`src/rtl/j_cmp_pkg.sv`:
```
// Shared definitions for the j_cmp match unit: default sizes, the lowest-set-bit
// priority encoder and the counter saturation helper.
package j_cmp_pkg;

    localparam int DEF_WIDTH   = 6;
    localparam int DEF_ENTRIES = 4;
    localparam int DEF_CNTW    = 8;

    // Index of the lowest set bit of a match vector of up to 16 entries; 0 when empty.
    function automatic logic [3:0] prio_enc(input logic [15:0] vec);
        logic [3:0] idx;
        idx = 4'd0;
        for (int i = 15; i >= 0; i--) begin
            if (vec[i]) begin
                idx = i[3:0];
            end
        end
        return idx;
    endfunction

    // All-ones value of a bits-wide counter (bits <= 32).
    function automatic logic [31:0] sat_max(input int unsigned bits);
        if (bits >= 32) begin
            return 32'hFFFF_FFFF;
        end
        return (32'd1 << bits) - 32'd1;
    endfunction

endpackage

```
`src/rtl/j_cmp_n.sv`:
```
// WIDTH-bit combinational tag equality: bitwise XNOR, AND-reduced.
// Build option CMP_MASK_EN adds a mask input whose set bits are don't-care.
module j_cmp_n #(
    parameter int WIDTH = 6
) (
    input  logic [WIDTH-1:0] a,
    input  logic [WIDTH-1:0] b,
`ifdef CMP_MASK_EN
    input  logic [WIDTH-1:0] mask,
`endif
    output logic             eq
);

`ifdef CMP_MASK_EN
    assign eq = &((a ~^ b) | mask);
`else
    assign eq = &(a ~^ b);
`endif

endmodule

```
`src/rtl/j_cmp_match.sv`:
```
// ENTRIES-deep registered tag match table with hit vector, lowest-index encode and
// saturating hit counter. Build option CMP_MASK_EN adds per-entry don't-care masks.
module j_cmp_match
    import j_cmp_pkg::*;
#(
    parameter int WIDTH   = DEF_WIDTH,
    parameter int ENTRIES = DEF_ENTRIES,
    parameter int IDXW    = $clog2(ENTRIES),
    parameter int CNTW    = DEF_CNTW
) (
    input  logic               sys_clk,
    input  logic               reset,
    input  logic               ld,
    input  logic [IDXW-1:0]    ld_idx,
    input  logic [WIDTH-1:0]   ld_tag,
`ifdef CMP_MASK_EN
    input  logic [WIDTH-1:0]   ld_mask,
`endif
    input  logic               ld_valid,
    input  logic               clr_all,
    input  logic               cmp_req,
    input  logic [WIDTH-1:0]   cmp_data,
    output logic               match_vld,
    output logic               hit,
    output logic [ENTRIES-1:0] hit_vec,
    output logic [IDXW-1:0]    hit_idx,
    output logic [CNTW-1:0]    hit_cnt
);

    localparam logic [CNTW-1:0] CNT_MAX = CNTW'(sat_max(CNTW));

    logic [WIDTH-1:0]   tag_q [ENTRIES];
`ifdef CMP_MASK_EN
    logic [WIDTH-1:0]   mask_q [ENTRIES];
`endif
    logic [ENTRIES-1:0] valid_q;
    logic [ENTRIES-1:0] eq_vec;
    logic [ENTRIES-1:0] match_vec;
    logic               any_hit;
    logic [IDXW-1:0]    first_idx;
    logic               ld_wr;

    // clr_all wins over ld; out-of-range indices are silently dropped.
    assign ld_wr = ld && !clr_all && ({1'b0, ld_idx} < (IDXW + 1)'(ENTRIES));

    for (genvar g = 0; g < ENTRIES; g++) begin : g_cmp
        j_cmp_n #(.WIDTH(WIDTH)) u_cmp (
            .a    (cmp_data),
            .b    (tag_q[g]),
`ifdef CMP_MASK_EN
            .mask (mask_q[g]),
`endif
            .eq   (eq_vec[g])
        );
    end

    assign match_vec = eq_vec & valid_q;
    assign any_hit   = |match_vec;
    assign first_idx = IDXW'(prio_enc(16'(match_vec)));

    // Tag and mask storage is deliberately left out of reset; valid bits gate it.
    always_ff @(posedge sys_clk) begin
        for (int i = 0; i < ENTRIES; i++) begin
            if (ld_wr && ld_idx == IDXW'(i)) begin
                tag_q[i] <= ld_tag;
`ifdef CMP_MASK_EN
                mask_q[i] <= ld_mask;
`endif
            end
        end
    end

    always_ff @(posedge sys_clk or posedge reset) begin
        if (reset) begin
            valid_q <= '0;
        end else if (clr_all) begin
            valid_q <= '0;
        end else if (ld_wr) begin
            valid_q[ld_idx] <= ld_valid;
        end
    end

    // match_vld pulses once per cmp_req, one cycle later; there is no ready, so every
    // request is accepted and result registers hold their value between pulses.
    always_ff @(posedge sys_clk or posedge reset) begin
        if (reset) begin
            match_vld <= 1'b0;
            hit       <= 1'b0;
            hit_vec   <= '0;
            hit_idx   <= '0;
        end else begin
            match_vld <= cmp_req;
            if (cmp_req) begin
                hit     <= any_hit;
                hit_vec <= match_vec;
                hit_idx <= first_idx;
            end
        end
    end

    always_ff @(posedge sys_clk or posedge reset) begin
        if (reset) begin
            hit_cnt <= '0;
        end else if (clr_all) begin
            hit_cnt <= '0;
        end else if (cmp_req && any_hit && hit_cnt != CNT_MAX) begin
            hit_cnt <= hit_cnt + 1'b1;
        end
    end

endmodule

```
`config.mk`:
```
export PLATFORM = sky130hd
export DESIGN_NAME = j_cmp_match
export DESIGN_NICKNAME = d
export VERILOG_FILES = /design/src/rtl/j_cmp_pkg.sv /design/src/rtl/j_cmp_n.sv /design/src/rtl/j_cmp_match.sv
export SDC_FILE = /design/constraint.sdc
export NUM_CORES = 1
export LEC_CHECK = 0
export ABC_AREA = 1
export BUFFER_PORTS_ARGS = -buffer_cell sky130_fd_sc_hd__buf_2
export CAP_MARGIN = 20
export CORE_ASPECT_RATIO = 1.2
export CORE_MARGIN = 2
export CORE_UTILIZATION = 26
export CTS_BUF_LIST = sky130_fd_sc_hd__clkbuf_4
export DETAILED_ROUTE_END_ITERATION = 10
export RECOVER_POWER = 25
export SLEW_MARGIN = 15
export SYNTH_ARGS = -nofsm -noshare
export SYNTH_HDL_FRONTEND = slang
export SYNTH_HIERARCHICAL = 1
export SYNTH_SLANG_ARGS = --single-unit
```
`constraint.sdc`:
```
create_clock -name sys_clk -period 2 [get_ports sys_clk]
set_clock_uncertainty 0.2 [all_clocks]
set_input_delay 0.2 -clock sys_clk [delete_from_list [all_inputs] [get_ports sys_clk]]
set_output_delay 0.2 -clock sys_clk [all_outputs]
set_load 0.02 [all_outputs]
```
==> impl_metrics.env <==
export IMPL_synth_flop_cell="edfxtp_1"
export IMPL_first_pass_iters=4
export IMPL_ys_top_cells_by_count="nand2_1, inv_1, nor2_1, edfxtp_1, dfrtp_1"
export IMPL_netlist_top_cells_area="edfxtp_1, dfrtp_1, nand2_1"
export IMPL_cts_setup_buffers=0
export IMPL_clk_latency_ns=0.35
export IMPL_ys_async_sr_fraction_pct=45.45
export IMPL_worstHoldPathType="primary input to flip-flop"
export IMPL_seqCellArea_um2=1221
export IMPL_initial_core_util_pct=26.38
export IMPL_cp_required_ns=2.10
export IMPL_worstPathArrival_ns=1.93
export IMPL_grt_busiest_layer="met2"
export IMPL_rows=37
export IMPL_synth_adder_area_share_pct=0.5599
export IMPL_synth_edf_count=24
export IMPL_relSlewSlack_pct=50.09
export IMPL_die_w_um=88.63
export IMPL_ant_nets=0
export IMPL_hpwl_mm=3.660
export IMPL_drv_cap=0
export IMPL_avgViaCountPerCell=4.132
export IMPL_die_area_um2=9355
export IMPL_synth_top_area_share_pct=32.25
export IMPL_ys_ff_latch=44
export IMPL_syn_nets=290
export IMPL_path_max_fanout=9
export IMPL_avgRoutedWirePerCell_um=10.66
export IMPL_htreeDepth=2
export IMPL_netlist_area_um2=2235
export IMPL_status="complete, no violations"
export IMPL_yosys_area_top_type="edfxtp_1"
export IMPL_fin_setup_tns_ns=0
export IMPL_root_buffer="clkbuf_4"
export IMPL_cts_tree="built"
export IMPL_wl_mm=4.701
export IMPL_drtIter0Drc=75
export IMPL_overflow=0
export IMPL_synth_warnings=6
export IMPL_drive_gt1_share_pct=14.86
export IMPL_fill_cells=887
export IMPL_p_per_area_nw_per_um2=579.2
export IMPL_synthMuxAreaShare_pct=0
export IMPL_synth_most_common_cell="nand2_1"
export IMPL_core_area_um2=8472
export IMPL_numCtsBuffers=5
export IMPL_drc=0
export IMPL_peakVddDrop_mv=0.1635
export IMPL_synth_compound_area_share_pct=3.863
export IMPL_grt_max_degree=21
export IMPL_cp_start_kind="flip-flop"
export IMPL_hold_viol=0
export IMPL_syn_inst=269
export IMPL_grt_pass1_vias=1721
export IMPL_hold_buffers=9
export IMPL_routed_via_count=1822
export IMPL_portBuffers=35
export IMPL_final_core_util_pct=32.00
export IMPL_area_delta_synth_final_pct=21.33
export IMPL_grt_pass1_wl_mm=7.817
export IMPL_critPathKind="flip-flop to flip-flop"
export IMPL_clock_sinks=44
export IMPL_final_nets=343
export IMPL_io_pins=36
export IMPL_ys_types=23
export IMPL_seq_area_frac_synth_pct=54.65
export IMPL_multi_input_area_um2=834.6
export IMPL_cts_resized=0
export IMPL_synthXorXnorAreaFrac_pct=1.960
export IMPL_grt_usage_pct=10.90
export IMPL_die_y_um=105.6
export IMPL_grt_util_met3_pct=2.428
export IMPL_synth_area_per_cell_um2=8.307
export IMPL_met1_usage_pct=13.06
export IMPL_endpoint_kind="flip-flop"
export IMPL_clk_path_buf_depth=2
export IMPL_fin_area_um2=2711
export IMPL_grt_antenna_before_repair=1
export IMPL_synth_top_family_by_area="simple AND/OR/NAND/NOR gates"
export IMPL_place_gp_congestion=0.7773
export IMPL_use_met2_pct=18.28
export IMPL_p_leak_uw=0.001347
export IMPL_clk_pin_slew_ns=0.12
export IMPL_rsz0062_at_grt="false"
export IMPL_max_clock_freq_mhz=548.4
export IMPL_finalMaxSlewViolations=0
export IMPL_setup_viol=0
export IMPL_worst_pin_slew_ns=0.7479
export IMPL_synthSimpleGateAreaFrac_pct=30.96
export IMPL_dpl_cell_area_um2=2576
export IMPL_min_period_ns=1.824
export IMPL_fin_crit_sh_pct=91.18
-- cell type report --
type	instances	share of cell area, %
clock inverters	1	0.1846
flip-flops and latches	44	45.04
repair buffers	48	10.34
multi-input cells	178	30.78
diodes	1	0.09229
inverters	45	6.230
well taps	117	5.399
clock buffers	7	1.938
-- where the power goes --
group	leakage, uW	total [uW]	internal [uW]	switching (uW)
clock	0.0000361	423	164	259
combinational	0.000819	155	58.5	96.1
sequential	0.000492	993	981	11.3
total	0.00135	1570	1200	366
-- layout by cell type (no fill, tap or decap), types with 2 or more instances in the layout --
cell | netlist | final
nand4_1 | 3 | 3
nand2_4 | 2 | 2
buf_2 | 2 | 29
a21oi_1 | 5 | 5
nand2_1 | 89 | 89
nand3_1 | 18 | 18
buf_4 | 0 | 2
nor3_1 | 5 | 5
nor2_1 | 29 | 29
edfxtp_1 | 24 | 24
clkbuf_4 | 0 | 7
clkbuf_1 | 0 | 8
inv_2 | 3 | 3
inv_1 | 42 | 42
nor4_1 | 2 | 2
xnor2_1 | 5 | 5
dfrtp_1 | 20 | 20
dlygate4sd3_1 | 0 | 9
or2_0 | 4 | 4
o21ai_0 | 9 | 9
-- worst paths after layout --
path                       depth (start not counted)         from  slack (ns)          to
setup / recovery                                  13  tag_q[1][2]        0.18  hit_cnt[7]
hold / removal                                     4      clr_all        0.02  hit_cnt[4]
setup reg to reg                                  13  tag_q[1][2]        0.18  hit_cnt[7]
hold reg to reg                                    2   hit_vec[3]        0.30  hit_vec[3]
max in group asynchronous                          3        reset        0.81  hit_vec[3]
min in group asynchronous                          3        reset        0.32  hit_cnt[2]
-- critical path, stage by stage (launching register included) --
cell and delay [ns]:
edfxtp_1 0.40, nand2_1 0.08, nand2_1 0.05, nor2_1 0.15, nand2_1 0.07, nor2_1 0.14, nand2_1 0.10, nand2_1 0.09
nand2_1 0.10, nand2_4 0.12, nand2_8 0.08, nand2_4 0.08, nand2_1 0.06, nand2_1 0.05
-- cell families after synthesis --
| family | Yosys count |
|---|---|
| XOR/XNOR | 5 |
| adder cells (fa/ha/maj) | 1 |
| flip-flops | 44 |
| AO/OA/AOI/OAI | 16 |
| buffers and inverters | 47 |
| AND/OR/NAND/NOR | 156 |
-- flip-flops by register name, summed over array words and instances, names as in the netlist --
signal,flops
hit,1
tag_q,24
valid_q,4
hit_vec,4
hit_idx,2
match_vld,1
hit_cnt,8
-- per-stage QoR --
step | power, uW | hold slack (ns) | std cells | worst slack (ns)
after detailed placement | 1158 | 0.1785 | 423 | 0.1477
after CTS | 1591 | 0.002073 | 440 | 0.1562
after floorplan | 1094 | -0.03617 | 269 | 0.3188
after global placement | 1154 | 0.1681 | 423 | 0.1832
after global routing | 1649 | 0.04297 | 441 | 0.007415
final | 1570 | 0.02498 | 441 | 0.1764
-- routing by layer --
layer  vias to the layer above  share of wire, %
li1                        954                 -
met1                       828                43
met2                        34                51
met3                         6               3.6
met4                         0               2.1
met5                         -                 0
Power figures use the tool's default switching activity.
